==> config.mk <==
export PLATFORM = sky130hd
export DESIGN_NAME = fifo_i2c_master_tx
export DESIGN_NICKNAME = d
export VERILOG_FILES = /design/src/rtl/fifo_i2c_master_tx_pkg.sv /design/src/rtl/fifo_i2c_master_tx_bit_timer.sv /design/src/rtl/fifo_i2c_master_tx.sv
export SDC_FILE = /design/constraint.sdc
export NUM_CORES = 1
export LEC_CHECK = 0
export CAP_MARGIN = 15
export CORE_MARGIN = 3
export CORE_UTILIZATION = 60
export CTS_BUF_LIST = sky130_fd_sc_hd__clkbuf_8
export DETAILED_ROUTE_END_ITERATION = 10
export HOLD_SLACK_MARGIN = 0.1
export PLACE_DENSITY_LB_ADDON = 0.12
export REMOVE_ABC_BUFFERS = 1
export SLEW_MARGIN = 40
export SYNTH_ARGS = -nofsm -noshare
export SYNTH_HDL_FRONTEND = slang
export SYNTH_HIERARCHICAL = 1
export SYNTH_SLANG_ARGS = --single-unit
==> constraint.sdc <==
create_clock -name rd_clk -period 5.1 [get_ports rd_clk]
set_clock_uncertainty 0.1 [all_clocks]
set_input_delay 1.02 -clock rd_clk [delete_from_list [all_inputs] [get_ports rd_clk]]
set_output_delay 1.02 -clock rd_clk [all_outputs]
set_load 0.02 [all_outputs]
==> src/rtl/fifo_i2c_master_tx_pkg.sv <==
// Shared types and constants for the FIFO-fed I2C master-write transmitter.
package i2c_tx_pkg;

  typedef enum logic [2:0] {
    ST_IDLE,
    ST_START,
    ST_ADDR,
    ST_ACK_CHK,
    ST_FETCH,
    ST_LOAD,
    ST_DATA,
    ST_STOP
  } i2c_tx_state_e;

  typedef enum logic [1:0] {
    P0,
    P1,
    P2,
    P3
  } i2c_phase_e;

  localparam logic I2C_WRITE_BIT = 1'b0;
  localparam logic I2C_ACK       = 1'b0;
  localparam int   PRESCALE_W    = 8;

endpackage

==> src/rtl/fifo_i2c_master_tx_bit_timer.sv <==
// Quarter-bit prescaler plus 2-bit phase counter; tick marks the last cycle of a phase.
module i2c_bit_timer
  import i2c_tx_pkg::*;
#(
  parameter int CLK_DIV = 4
) (
  input  logic       i_clk,
  input  logic       i_rst_n,
  input  logic       i_clr,
  output logic       o_tick,
  output i2c_phase_e o_phase
);

  logic [PRESCALE_W-1:0] r_cnt;
  i2c_phase_e            r_phase;

  assign o_tick  = (r_cnt == PRESCALE_W'(CLK_DIV - 1));
  assign o_phase = r_phase;

  always_ff @(posedge i_clk or negedge i_rst_n) begin
    if (!i_rst_n) begin
      r_cnt   <= '0;
      r_phase <= P0;
    end else if (i_clr) begin
      r_cnt   <= '0;
      r_phase <= P0;
    end else if (o_tick) begin
      r_cnt   <= '0;
      r_phase <= i2c_phase_e'(r_phase + 2'd1);
    end else begin
      r_cnt <= r_cnt + 1'b1;
    end
  end

endmodule

==> src/rtl/fifo_i2c_master_tx.sv <==
// Drains byte_count bytes from the FIFO read port and sends them as one I2C master write.
module fifo_i2c_master_tx
  import i2c_tx_pkg::*;
#(
  parameter int DATASIZE = 8,
  parameter int CLK_DIV  = 4
) (
  input  logic                rd_clk,
  input  logic                rrst_n,
  input  logic                start,
  input  logic [6:0]          slave_addr,
  input  logic [7:0]          byte_count,
  input  logic                rempty,
  input  logic [DATASIZE-1:0] rdata,
  output logic                rd_en,
  output logic                scl_oe,
  output logic                sda_oe,
  input  logic                sda_i,
  output logic                busy,
  output logic                done,
  output logic                nack_err,
  output i2c_tx_state_e       dbg_state
);

  i2c_tx_state_e r_state;
  logic [7:0]    r_shift;
  logic [2:0]    r_bit_cnt;
  logic [7:0]    r_remaining;
  logic          r_ack_bit;
  logic          r_nack_seen;
  logic          r_stop_ext;
  logic          r_rd_en;
  logic          r_scl_oe;
  logic          r_sda_oe;
  logic          r_busy;
  logic          r_done;
  logic          r_nack_err;

  logic          w_tick;
  i2c_phase_e    w_phase;
  logic          w_clr;

  // Phase timing restarts from P0 whenever a timed state is entered from an untimed one.
  assign w_clr = (r_state == ST_IDLE) || (r_state == ST_FETCH) || (r_state == ST_LOAD);

  i2c_bit_timer #(.CLK_DIV(CLK_DIV)) u_timer (
    .i_clk   (rd_clk),
    .i_rst_n (rrst_n),
    .i_clr   (w_clr),
    .o_tick  (w_tick),
    .o_phase (w_phase)
  );

  assign rd_en     = r_rd_en;
  assign scl_oe    = r_scl_oe;
  assign sda_oe    = r_sda_oe;
  assign busy      = r_busy;
  assign done      = r_done;
  assign nack_err  = r_nack_err;
  assign dbg_state = r_state;

  // FIFO handshake: rempty=0 means a word is available; rd_en high for one cycle pops it
  // and rdata is valid the following cycle. Only this block reads, so rempty cannot rise
  // between the cycle it is sampled low and the cycle rd_en is driven.
  always_ff @(posedge rd_clk or negedge rrst_n) begin
    if (!rrst_n) begin
      r_state     <= ST_IDLE;
      r_shift     <= '0;
      r_bit_cnt   <= '0;
      r_remaining <= '0;
      r_ack_bit   <= 1'b0;
      r_nack_seen <= 1'b0;
      r_stop_ext  <= 1'b0;
      r_rd_en     <= 1'b0;
      r_scl_oe    <= 1'b0;
      r_sda_oe    <= 1'b0;
      r_busy      <= 1'b0;
      r_done      <= 1'b0;
      r_nack_err  <= 1'b0;
    end else begin
      r_done <= 1'b0;
      case (r_state)
        ST_IDLE: begin
          if (start) begin
            r_state     <= ST_START;
            r_shift     <= {slave_addr, I2C_WRITE_BIT};
            r_remaining <= byte_count;
            r_bit_cnt   <= '0;
            r_nack_seen <= 1'b0;
            r_nack_err  <= 1'b0;
            r_stop_ext  <= 1'b0;
            r_busy      <= 1'b1;
            r_scl_oe    <= 1'b0;
            r_sda_oe    <= 1'b0;
          end
        end
        ST_START: begin
          if (w_tick && w_phase == P1) r_sda_oe <= 1'b1;
          if (w_tick && w_phase == P3) begin
            r_state  <= ST_ADDR;
            r_scl_oe <= 1'b1;
            r_sda_oe <= ~r_shift[7];
          end
        end
        ST_ADDR, ST_DATA: begin
          if (w_tick && w_phase == P1) r_scl_oe <= 1'b0;
          if (w_tick && w_phase == P3) begin
            r_scl_oe <= 1'b1;
            if (r_bit_cnt == 3'd7) begin
              r_state  <= ST_ACK_CHK;
              r_sda_oe <= 1'b0;
            end else begin
              r_shift   <= {r_shift[6:0], 1'b0};
              r_sda_oe  <= ~r_shift[6];
              r_bit_cnt <= r_bit_cnt + 3'd1;
            end
          end
        end
        ST_ACK_CHK: begin
          if (w_tick && w_phase == P1) r_scl_oe <= 1'b0;
          if (w_tick && w_phase == P2) r_ack_bit <= sda_i;
          if (w_tick && w_phase == P3) begin
            r_scl_oe <= 1'b1;
            r_sda_oe <= 1'b1;
            if (r_ack_bit != I2C_ACK) begin
              r_nack_seen <= 1'b1;
              r_state     <= ST_STOP;
            end else if (r_remaining != 8'd0) begin
              r_state <= ST_FETCH;
              r_rd_en <= ~rempty;
            end else begin
              r_state <= ST_STOP;
            end
          end
        end
        ST_FETCH: begin
          if (r_rd_en) begin
            r_rd_en <= 1'b0;
            r_state <= ST_LOAD;
          end else if (!rempty) begin
            r_rd_en <= 1'b1;
          end
        end
        ST_LOAD: begin
          r_shift     <= rdata[7:0];
          r_sda_oe    <= ~rdata[7];
          r_remaining <= r_remaining - 8'd1;
          r_bit_cnt   <= '0;
          r_state     <= ST_DATA;
        end
        ST_STOP: begin
          // Five quarter-bits: P0 low/low, P1-P2 SCL high, P3 plus one extra P0 SDA high.
          if (w_tick && w_phase == P0) begin
            if (r_stop_ext) begin
              r_state    <= ST_IDLE;
              r_stop_ext <= 1'b0;
              r_busy     <= 1'b0;
              r_done     <= 1'b1;
              r_nack_err <= r_nack_seen;
            end else begin
              r_scl_oe <= 1'b0;
            end
          end
          if (w_tick && w_phase == P2) r_sda_oe   <= 1'b0;
          if (w_tick && w_phase == P3) r_stop_ext <= 1'b1;
        end
        default: r_state <= ST_IDLE;
      endcase
    end
  end

endmodule

==> results of run 1 <==
worst max path at each step:
stage | cells past startpoint | to | start | slack (ns)
global placement | 8 | r_shift[6] | u_timer/r_cnt[0] | 2.15
finish | 8 | r_bit_cnt[0] | u_timer/r_cnt[0] | 1.97
global route | 8 | r_shift[2] | u_timer/r_cnt[0] | 1.62
floorplan | 8 | r_shift[6] | u_timer/r_cnt[0] | 2.40
CTS | 8 | r_shift[1] | u_timer/r_cnt[0] | 2.00
detailed placement | 8 | r_shift[2] | u_timer/r_cnt[0] | 2.03
placed cells by master, fill, tap and decap left out, types with 2 or more instances in the layout:
| cell | n |
|---|---|
| sky130_fd_sc_hd__inv_1 | 12 |
| sky130_fd_sc_hd__xor2_1 | 2 |
| sky130_fd_sc_hd__a22o_1 | 3 |
| sky130_fd_sc_hd__nor2b_1 | 3 |
| sky130_fd_sc_hd__nand2_1 | 21 |
| sky130_fd_sc_hd__or3_1 | 4 |
| sky130_fd_sc_hd__or4_4 | 3 |
| sky130_fd_sc_hd__o211ai_1 | 2 |
| sky130_fd_sc_hd__nor4b_1 | 2 |
| sky130_fd_sc_hd__clkdlybuf4s50_1 | 35 |
| sky130_fd_sc_hd__a31oi_1 | 3 |
| sky130_fd_sc_hd__nand3b_1 | 2 |
| sky130_fd_sc_hd__a21oi_1 | 19 |
| sky130_fd_sc_hd__mux2i_1 | 9 |
| sky130_fd_sc_hd__o22ai_1 | 3 |
| sky130_fd_sc_hd__nor2_2 | 2 |
| sky130_fd_sc_hd__dfrtp_1 | 41 |
| sky130_fd_sc_hd__nand3_1 | 11 |
| sky130_fd_sc_hd__o31ai_1 | 4 |
| sky130_fd_sc_hd__o311ai_0 | 3 |
| sky130_fd_sc_hd__or3_2 | 3 |
| sky130_fd_sc_hd__buf_4 | 2 |
| sky130_fd_sc_hd__nand2b_1 | 4 |
| sky130_fd_sc_hd__a211oi_1 | 4 |
| sky130_fd_sc_hd__mux2_2 | 5 |
| sky130_fd_sc_hd__nand4_1 | 2 |
| sky130_fd_sc_hd__ha_1 | 4 |
| sky130_fd_sc_hd__and3_1 | 4 |
| sky130_fd_sc_hd__nor3_1 | 5 |
| sky130_fd_sc_hd__nor2_1 | 27 |
| sky130_fd_sc_hd__a221oi_1 | 5 |
| sky130_fd_sc_hd__o21ai_0 | 16 |
| sky130_fd_sc_hd__clkbuf_8 | 5 |
registers in the layout (all words and copies together) (netlist names):
name / cells
r_shift: 8
r_remaining: 8
nack_err: 1
u_timer/r_cnt: 8
dbg_state: 3
r_nack_seen: 1
r_ack_bit: 1
r_bit_cnt: 3
scl_oe: 1
rd_en: 1
r_stop_ext: 1
u_timer/o_phase: 2
sda_oe: 1
busy: 1
done: 1
stage by stage:
step                power [mW]  cell area, µm²  instances
floorplan                0.928            2280        244
global placement          1.08            2700        327
detailed placement        1.10            2700        327
CTS                       1.36            2800        334
global route              1.46            2800        334
finish                    1.36            2800        334
metal layers:
metal,global-route usage [%],vias to the layer above
met3,5.25,10
met1,34.0,984
met5,0,-
met2,38.4,70
met4,5.71,0
li1,-,1002
layout make-up:
type / instances / area, µm² / area share (%)
inverters: 12 / 45.0 / 1.61
multi-input cells: 191 / 1210 / 43.0
clock inverters: 2 / 35.0 / 1.25
repair buffers: 37 / 365 / 13.0
well taps: 46 / 57.6 / 2.05
flip-flops and latches: 41 / 1030 / 36.6
clock buffers: 5 / 68.8 / 2.45
cell families after synthesis:
kind of cell / share of synthesized area (%)
mux: 6.31
buf+inv: 3.83
compound gates: 19.0
xor+xnor: 1.13
flops: 44.2
fa+ha+maj: 2.16
simple gates: 23.4
report_power, final:
group / switching [mW] / internal [mW]
combinational: 0.277 / 0.250
sequential: 0.130 / 0.446
clock: 0.111 / 0.142
total: 0.519 / 0.838
==> results.txt, run 1 <==
After layout, the worst setup slack is 1.97 ns. Length in cells of the worst reg-to-reg path: 8. After detailed routing, the number of remaining DRC violations is 0. Element type at the critical path end: a flip-flop. For the number of setup buffers added after CTS, the log shows 0.

Number of clock sinks seen by CTS: 41. The worst register-to-register path begins at u_timer/r_cnt[0]. Highest metal layer with signal wires: met4. The routed length on met1 was 2.34 mm; the worst setup slack before clock tree synthesis was 2.03 ns. In this run, post-CTS hold repair placed 0 buffers.

The startpoint-to-endpoint class of the critical path is reg2reg. The tools report the HPWL reported at the end of detailed placement as 3.49 mm. The clock reaches the later pin of the worst-skew pair after 0.30 ns. The run gives 0 as the final hold violation count. In this run the remaining antenna-violating nets after routing total 0. The count of standard-cell rows is 21, and the clock period minus worst slack is 3.13 ns.

The run gives 0.374 ns as the worst hold margin. The y dimension of the die came out at 68.2 µm. The detailed route wirelength on metal2 came out at 2.33 mm.

The endpoint of the worst hold path was u_timer/r_cnt[0]. The run gives 1.17 nW as the leakage power total. The slowest stage cell on the critical path is sky130_fd_sc_hd__or3b_2. Number of detailed-route iterations in the first pass: 4. The startpoint identified for the worst hold timing path is u_timer/r_cnt[0]. The tools report the area of the core as 3520 µm². The overall track demand over capacity in global routing came out at 24.3%.

Among all cell types in the netlist, the one instantiated most often is sky130_fd_sc_hd__dfrtp_1. Once the floorplan was initialized, standard cells occupied 65.9% of the core. The filler cells instantiated in the layout total 253. The number of slew-limit violations in the final report is 0.

At the pin with the least slew margin, the transition time is 0.811 ns. From left edge to right edge, the die measures 68.2 µm. Post-CTS repair changed the size of 0 cells. After synthesis, the largest area contributor takes up 44.2% of total cell area. Stage delay of the slowest cell on the critical path: 0.53 ns. The synthesized design contains 0 enable-type register cells. The number of cells on the worst hold path was 1; the number of warnings printed during yosys synthesis was 6.

The commonest cells after synthesis are 41 x sky130_fd_sc_hd__dfrtp_1, 27 x sky130_fd_sc_hd__nor2_1, 21 x sky130_fd_sc_hd__nand2_1, 19 x sky130_fd_sc_hd__a21oi_1, 16 x sky130_fd_sc_hd__o21ai_0. The proportion of synthesized flip-flops having asynchronous set or reset was 100%; the peak supply drop was 0.000373 V. The cell area that synthesis handed to floorplanning was 2320 µm². A synthesized cell averages 9.14 µm². Setup violations remaining at the end of the flow were counted as 0. For the critical path arrival, the log shows 3.21 ns. The cell repeated most along the worst path is sky130_fd_sc_hd__nor2_2.

The tool flagged a number of max-cap violations equal to 0. The die area is 4650 µm². In this run the worst path has a maximum fanout of 10.

Based on the critical path, the design can be clocked at up to 320 MHz. At the worst endpoint, the required time is 5.18 ns. In the finished design, the share of the clock period the worst path needs comes to 61.3%.

For the leftover overflow at the end of global routing, the log shows 0. The signal on the critical path passes through ha_1 > or3b_2 > nor2_1 > nand3_1 > o2bb2a_2 > nor2_2 > nor2_2 > mux2_2. The via count is 2066.

For this run, the register share of the synthesized area comes to 44.2%. The flow ran to the end, and the final reports show no timing, DRC or antenna violations. For the number of levels in the clock H-tree, the log shows 2. The run gives 49 as the count of unique library cells instantiated by Yosys. The type of the tightest min-delay check was reg2reg. The synthesized design contains 41 register bits.

For the antenna cell count, the log shows 0. The count of input and output buffers is 36. The endpoint identified for the worst register-to-register timing path is r_bit_cnt[0]. The count of buffer and inverter cells on the critical path is 0, and the post-route core utilization is 79.6%.

By area the synthesized netlist is led by sky130_fd_sc_hd__dfrtp_1 44%, sky130_fd_sc_hd__nor2_1 4.4%, sky130_fd_sc_hd__a21oi_1 4.1%, sky130_fd_sc_hd__mux2i_1 3.9%, sky130_fd_sc_hd__o21ai_0 3.5%. The wire length per cell after detailed routing is 15.0 µm. The global-route wire length before repair was 8.55 mm. The most used flip-flop cell after synthesis was sky130_fd_sc_hd__dfrtp_1. Pin placement for this block handled 37 I/O pins. The worst register-to-register path has a setup slack of 1.97 ns. The run gives 254 as the synthesized netlist cell count. Setup repair after global routing left no endpoint under its margin.

In this run, the number of DRC markers left after iteration 0 of detailed routing was 220. The tightest slew margin relative to the limit was 46.0%. Routed wire length: 5.01 mm. STA classifies the critical path startpoint as a flip-flop.

The run gives 284 µm as the met3 wire length. Compared with the post-synthesis result, the final layout area differs by 20.8%. At the end of routability-driven placement, the weighted congestion stood at 0.880. The clock transition time at the flip-flop clock pins of the worst setup and hold paths was 0.07 ns; the clock tree buffer depth was 2. The initial antenna violation count is 0. TritonCTS built the clock tree. Entering global routing, the biggest net connects 42 pins.

The synthesized design spends more area on one cell type than any other, namely sky130_fd_sc_hd__dfrtp_1. The ratio of cells with drive above 1 in the final layout was 9.38%. The total power per unit cell area was 484 nW/µm²; the number of CTS-inserted buffers was 5.

Dividing the detail-routed via count by the number of cells gives 6.19. The final layout net count came out at 320. In the final timing run, aggregate negative setup slack is 0 ns. Dominant delay contributor by cell family on the critical path: simple AND/OR/NAND/NOR gates.

The tools report the via count of the first global-routing pass as 1882. The tree is rooted in a sky130_fd_sc_hd__clkbuf_8.
No activity file was read; power rests on OpenSTA's default activity.
==> run 2: changes to the inputs <==
CORE_UTILIZATION = 55   (was 60)
clock period = 3.03 ns   (was 5.1 ns; I/O delays follow)
==> run 2 against run 1 <==
Final cell count rose by 2.4%. Setup slack got worse by 1.7 ns. Sequential power rose by 73%.
==> results.txt, run 2 (synthesized netlist as in run 1, its figures left out) <==
TritonCTS built the clock tree. The peak supply drop is 0.000456 V (+22%), and the routed wire length is 5.39 mm (+7.6%). The initial antenna violation count was 0 (unchanged); the top fanout value on the critical path was 9 (-1). The overall track demand over capacity in global routing is 22.5% (-1.7 points), and the number of nets with antenna violations after detailed routing is 0 (unchanged). For the number of clock sinks seen by CTS, the log shows 41 (unchanged). The number of top-level pins is 37 (unchanged), and the final clock period utilization by the worst path is 92.4% (+31 points). The run gives 1.35 mW (+61%) as the cell internal power dissipation. The number of setup buffers added after CTS is 0 (unchanged). The area growth from synthesis to layout is 21.8%, and the tightest slew margin relative to the limit is 60.0% (+14 points). The logs give 96 (-56%) for the number of DRC violations after detailed-routing iteration 0 and 0 (unchanged) for the number of slew-limit violations in the final report. The area of the core was 3850 µm² (+9.5%). The combinational share of power came out at 39.6% (+0.7 points).

The switching portion of total power is 39.7% (+1.5 points), and the total power per unit cell area is 789 nW/µm² (+63%). The antenna cell count was 0 (unchanged); the ratio of cells with drive above 1 in the final layout was 11.2% (+1.8 points). The run gives 0 (unchanged) as the count of final setup violators. The maximum clock frequency came out at 357 MHz (+12%). For the total cell area at the placement stage, the log shows 2740 µm² (+1.5%).

Clock transition time at the flip-flop clock pins of the worst setup and hold paths: 0.08 ns (about the same). Setup repair after global routing left no endpoint under its margin. The largest net degree at the start of global routing was 42 (unchanged). Leaving out fill and tap cells, the most frequent cell in the layout is sky130_fd_sc_hd__dfrtp_1. The startpoint-to-endpoint class of the critical path is reg2reg. The count of input and output buffers works out to 36 (unchanged). The type of the tightest min-delay check is in2async. Slew at the pin closest to its max-slew limit: 0.600 ns (-0.211 ns). The total DRC errors in the routed layout was 0 (unchanged).

The logs give 2 (unchanged) for the clock tree buffer depth and 0 ns (unchanged) for the total negative setup slack. Portion of total power attributed to the clock network: 15.9% (-2.8 points). The run gives 301 (+19%) as the filler cell count. Post-route non-filler standard cell count: 342 (+2.4%).

The critical path arrival came out at 2.90 ns (-0.31 ns). The total placed cells including tap cells is 334 (+2.1%). The tools report the CTS root buffer as sky130_fd_sc_hd__clkbuf_8.

Via count: 2054 (-0.58%). The top cell types in the final layout, fill and taps aside, are 41 x sky130_fd_sc_hd__dfrtp_1, 35 x sky130_fd_sc_hd__clkdlybuf4s50_1, 27 x sky130_fd_sc_hd__nor2_1. The wire length per cell after detailed routing was 15.7 µm (+5.1%). The sequential standard cell area was 1030 µm² (unchanged); the number of CTS-inserted buffers was 5 (unchanged). The routed via count divided by cell count is 6.01 (-2.9%). STA classifies the critical path endpoint as a flip-flop.

The clock period minus worst slack is 2.80 ns (-0.326 ns). The starting density of the core was 60.2% (-5.7 points); the die area was 5040 µm² (+8.3%). The y dimension of the die is 71.0 µm (+4.1%), and the quantity of hold-fixing buffers added after cts is 0 (unchanged). Leftover overflow at the end of global routing: 0 (unchanged).

The post-route cell area is 2830 µm² (+0.80%). The global-route wire length before repair was 9.05 mm (+5.8%). For the via count of the first global-routing pass, the log shows 1917 (+1.9%). The part of the total power dissipated in sequential elements is 44.5% (+2.1 points), and the number of levels in the clock H-tree is 2 (unchanged). The largest registers in the layout are r_remaining: 8 flops, r_shift: 8 flops, u_timer/r_cnt: 8 flops. The count of standard-cell rows is 22 (+4.8%).

The width of the die is 71.0 µm (+4.1%). The logs give 325 (+1.6%) for the final layout net count and 886 µW (+71%) for the switching power total. The endpoint required time on the critical path was 3.13 ns (-2.05 ns). The clock latency on the worst-skew pair is 0.29 ns (about the same). Leakage power total: 1.19 nW (+1.3%). The flow ran to the end, and the final reports show no timing, DRC or antenna violations. The number of maximum-capacitance violations is 0 (unchanged).

STA classifies the critical path startpoint as a flip-flop. Number of instances resized during post-cts repair: 0 (unchanged). Number of detailed-route iterations in the first pass: 4 (unchanged). The routability congestion estimate from global placement is 0.831 (-5.5%).

The tools report the final hold violation count as 0 (unchanged). The run gives 1210 µm² (unchanged) as the total area of multi-input combinational cells. HPWL reported at the end of detailed placement: 3.82 mm (+9.5%).
run 2: cell types whose count changed in the layout (fill, tap and decap cells not counted), sizes merged:
cell and change:
bufinv -1, clkinvlp +1, clkinv +1, buf +5
run 2: power groups by stage:
| stage | sequential [mW] | combinational (mW) | clock, mW |
|---|---|---|---|
| after floorplan | 0.991 | 0.570 | 0 |
| after global placement | 0.991 | 0.847 | 0 |
| after detailed placement | 0.997 | 0.878 | 0 |
| after CTS | 0.990 | 0.885 | 0.360 |
| after global routing | 1.03 | 0.982 | 0.386 |
| final | 0.994 | 0.884 | 0.354 |
run 2: layer usage:
layer  share of wire, %  up-vias  global-route usage, %
met5                  0        -                      0
met4               0.91        0                   5.01
met3                5.1        6                   4.40
met2                 48       63                   36.5
met1                 46      970                   31.4
li1                   -     1015                      -
run 2: layout make-up:
class                           count  area share [%]
Clock buffer                        5            2.43
Clock inverter                      3           0.620
Inverter                           12            1.59
Multi-Input combinational cell    191            42.7
Sequential cell                    41            36.3
Tap cell                           48            2.12
Timing Repair Buffer               42            14.3
run 2: metrics by stage:
stage / setup WS (ns) / util (%) / hold WS (ns) / power, mW
after global routing: 0.00818 / 73.3 / 0.222 / 2.40
after floorplan: 0.335 / - / 0.210 / 1.56
after detailed placement: 0.228 / 71.1 / 0.354 / 1.88
after CTS: 0.219 / 73.3 / 0.204 / 2.23
after global placement: 0.333 / 71.0 / 0.343 / 1.84
final: 0.230 / 73.3 / 0.190 / 2.23
run 2: worst paths after layout:
kind | start | end | slack, ns | cells after the start
min in group rd_clk | u_timer/r_cnt[0] | u_timer/r_cnt[0] | 0.36 | 1
setup / recovery | u_timer/r_cnt[0] | r_shift[7] | 0.23 | 9
hold reg to reg | u_timer/r_cnt[0] | u_timer/r_cnt[0] | 0.36 | 1
max in group asynchronous | rrst_n | dbg_state[1] | 2.27 | 1
hold / removal | rrst_n | rd_en | 0.19 | 1
setup reg to reg | u_timer/r_cnt[0] | r_shift[7] | 0.23 | 9
run 2: critical path: stages, from the launching register on:
cell                       delay [ns]
sky130_fd_sc_hd__dfrtp_1         0.37
sky130_fd_sc_hd__ha_1            0.22
sky130_fd_sc_hd__or3b_2          0.52
sky130_fd_sc_hd__nor2_1          0.30
sky130_fd_sc_hd__nand3_1         0.32
sky130_fd_sc_hd__o2bb2a_2        0.35
sky130_fd_sc_hd__nor2_2          0.11
sky130_fd_sc_hd__buf_4           0.17
sky130_fd_sc_hd__nor3_1          0.05
sky130_fd_sc_hd__a211oi_1        0.20
==> run 3: changes to the inputs <==
PLACE_DENSITY = 0.9   (was default)
PLACE_DENSITY_LB_ADDON = default   (was 0.12)
==> run 3 against run 2 <==
Total power grew 0.97%. Routed wire length shrank 2.5%. Setup slack gained 0.11 ns. Utilization grew 0.29 points. Via count grew 0.97%. Die area is the same. Cell area grew 0.40%. Global-route usage shrank 0.78 points. Clock-buffer cell count grew 1. Sequential share of layout area shrank 0.14 points. Sequential cell count is the same. Maximum frequency grew 4.2%. Critical path type unchanged.
==> results.txt, run 3 (synthesized netlist as in run 1, its figures left out) <==
The tools report the routability congestion estimate from global placement as 0.867 (+4.4%). CTS root buffer: sky130_fd_sc_hd__clkbuf_8. The worst hold path belongs to the class in2async. TritonCTS built the clock tree.

The clock period minus worst slack came out at 2.69 ns (-0.114 ns). The worst setup path is captured at a flip-flop. Via count: 2074 (+0.97%).

For the routed length on met1, the log shows 2.27 mm (-7.3%). Via count of the first global-routing pass: 1972 (+2.9%). For the quantity of hold-fixing buffers added after cts, the log shows 0 (unchanged). The run gives 0 (unchanged) as the initial antenna violation count. The critical path is of the reg2reg type.

The number of clock sinks seen by CTS was 41 (unchanged); the critical path arrival was 2.77 ns (-0.13 ns). In this run the top signal layer used is met4. The HPWL reported at the end of detailed placement is 3.68 mm (-3.7%).

The final hold violation count was 0 (unchanged). Number of detailed-route iterations in the first pass: 4 (unchanged). The top cell types in the final layout, fill and taps aside, are 41 x sky130_fd_sc_hd__dfrtp_1, 35 x sky130_fd_sc_hd__clkdlybuf4s50_1, 27 x sky130_fd_sc_hd__nor2_1. The number of slew-limit violations in the final report was 0 (unchanged); the maximum clock frequency was 372 MHz (+4.2%).

The total negative setup slack is 0 ns (unchanged). Width of the die: 71.0 µm (unchanged). The sequential standard cell area is 1030 µm² (unchanged), and the die area is 5040 µm² (unchanged).

The slew at the pin closest to its max-slew limit came out at 0.627 ns (+0.0272 ns). Most frequent standard cell in the layout excluding fill and tap cells: sky130_fd_sc_hd__dfrtp_1. The y dimension of the die came out at 71.0 µm (unchanged).

The peak supply drop was 0.000568 V (+24%). The ratio of cells with drive above 1 in the final layout is 11.2% (unchanged), and the starting density of the core is 60.2% (unchanged). The run gives 0 (unchanged) as the number of setup buffers added after CTS. The count of standard-cell rows is 22 (unchanged), and the met3 wire length is 469 µm (+71%). The number of instances resized during post-cts repair came out at 0 (unchanged). The clock transition time at the flip-flop clock pins of the worst setup and hold paths works out to 0.08 ns (about the same). The number of levels in the clock H-tree came out at 2 (unchanged). The total DRC errors in the routed layout is 0 (unchanged), and the clock tree buffer depth is 2 (unchanged). The wire length per cell after detailed routing is 15.3 µm (-2.5%).

The largest registers in the layout are r_remaining: 8 flops, r_shift: 8 flops, u_timer/r_cnt: 8 flops. Total power per unit cell area: 794 nW/µm² (+0.57%). The logs give 42 (unchanged) for the largest net degree at the start of global routing and 8.78 mm (-2.9%) for the global-route wire length before repair.

The clock latency on the worst-skew pair was 0.29 ns (about the same); the top fanout value on the critical path was 10 (+1). The area of the core was 3850 µm² (unchanged). The run gives 0 (unchanged) as the count of final setup violators.

The final layout net count came out at 326 (+0.31%). The antenna cell count came out at 0 (unchanged). The run finished with clean final reports.

The leakage power total was 1.19 nW (+0.40%); the count of input and output buffers was 36 (unchanged). Setup repair after global routing left no endpoint under its margin. The number of maximum-capacitance violations came out at 0 (unchanged).

The final clock period utilization by the worst path works out to 88.7% (-3.8 points). The leftover overflow at the end of global routing came out at 0 (unchanged). Routed via count divided by cell count: 6.06 (+0.97%).

Routed wire length: 5.25 mm (-2.5%). The run gives 0 (unchanged) as the number of nets with antenna violations after detailed routing. The tools report the detailed route wirelength on metal2 as 2.46 mm (-5.5%).

Endpoint required time on the critical path: 3.11 ns (-0.02 ns). The number of top-level pins was 37 (unchanged); the tightest slew margin relative to the limit was 58.2% (-1.8 points). The tools report the total area of multi-input combinational cells as 1210 µm² (unchanged).

The filler cell count was 274 (-9.0%); the internal reg-to-reg setup slack was 0.34 ns (+0.11 ns). The tools report the number of CTS-inserted buffers as 5 (unchanged). Compared with the post-synthesis result, the final layout area differs by 22.3%. For the total power of the final layout, the log shows 2.25 mW (+0.97%).

The launching element type of the critical path was a flip-flop. The tools report the overall track demand over capacity in global routing as 21.7% (-0.78 points). The number of DRC violations after detailed-routing iteration 0 was 165 (+72%).
run 3: routing by layer:
metal	GRT usage, %	up-vias
met5	0	-
met4	6.47	0
met3	5.97	4
met2	34.7	98
met1	28.9	966
li1	-	1006
run 3: path summary, 6_finish.rpt:
kind	startpoint	end	depth (start not counted)
max in group asynchronous	rrst_n	r_shift[7]	1
setup / recovery	u_timer/r_cnt[0]	r_shift[3]	8
hold reg to reg	u_timer/r_cnt[0]	u_timer/r_cnt[0]	1
min in group rd_clk	u_timer/r_cnt[0]	u_timer/r_cnt[0]	1
setup reg to reg	u_timer/r_cnt[0]	r_shift[3]	8
hold / removal	rrst_n	done	1
run 3: stage by stage:
stage / instances / util, % / setup slack [ns] / cell area [µm²] / hold WS, ns
after global placement: 335 / 71.2 / 0.516 / 2750 / 0.343
after detailed placement: 335 / 71.3 / 0.351 / 2750 / 0.354
after CTS: 342 / 73.6 / 0.366 / 2840 / 0.197
after floorplan: 244 / - / 0.335 / 2280 / 0.210
after global routing: 342 / 73.6 / 0.189 / 2840 / 0.203
final: 342 / 73.6 / 0.344 / 2840 / 0.185
run 3: power breakdown:
group	total (mW)	switching, mW	internal (mW)
Sequential	0.999	0.249	0.750
Clock	0.367	0.187	0.180
Combinational	0.887	0.447	0.440
run 3: cell type report:
cell class | instances | share of cell area (%)
Clock inverter | 1 | 0.265
Inverter | 12 | 1.59
Sequential cell | 41 | 36.2
Clock buffer | 6 | 2.91
Multi-Input combinational cell | 191 | 42.5
Timing Repair Buffer | 43 | 14.5
Tap cell | 48 | 2.12
run 3: critical path, stage by stage (launching register included):
cell and delay (ns):
sky130_fd_sc_hd__dfrtp_1 0.37, sky130_fd_sc_hd__ha_1 0.23, sky130_fd_sc_hd__or3b_2 0.52, sky130_fd_sc_hd__nor2_1 0.15, sky130_fd_sc_hd__nand3_1 0.28, sky130_fd_sc_hd__o2bb2a_2 0.36
sky130_fd_sc_hd__nor2_2 0.11, sky130_fd_sc_hd__nor2_2 0.11, sky130_fd_sc_hd__a221oi_1 0.34
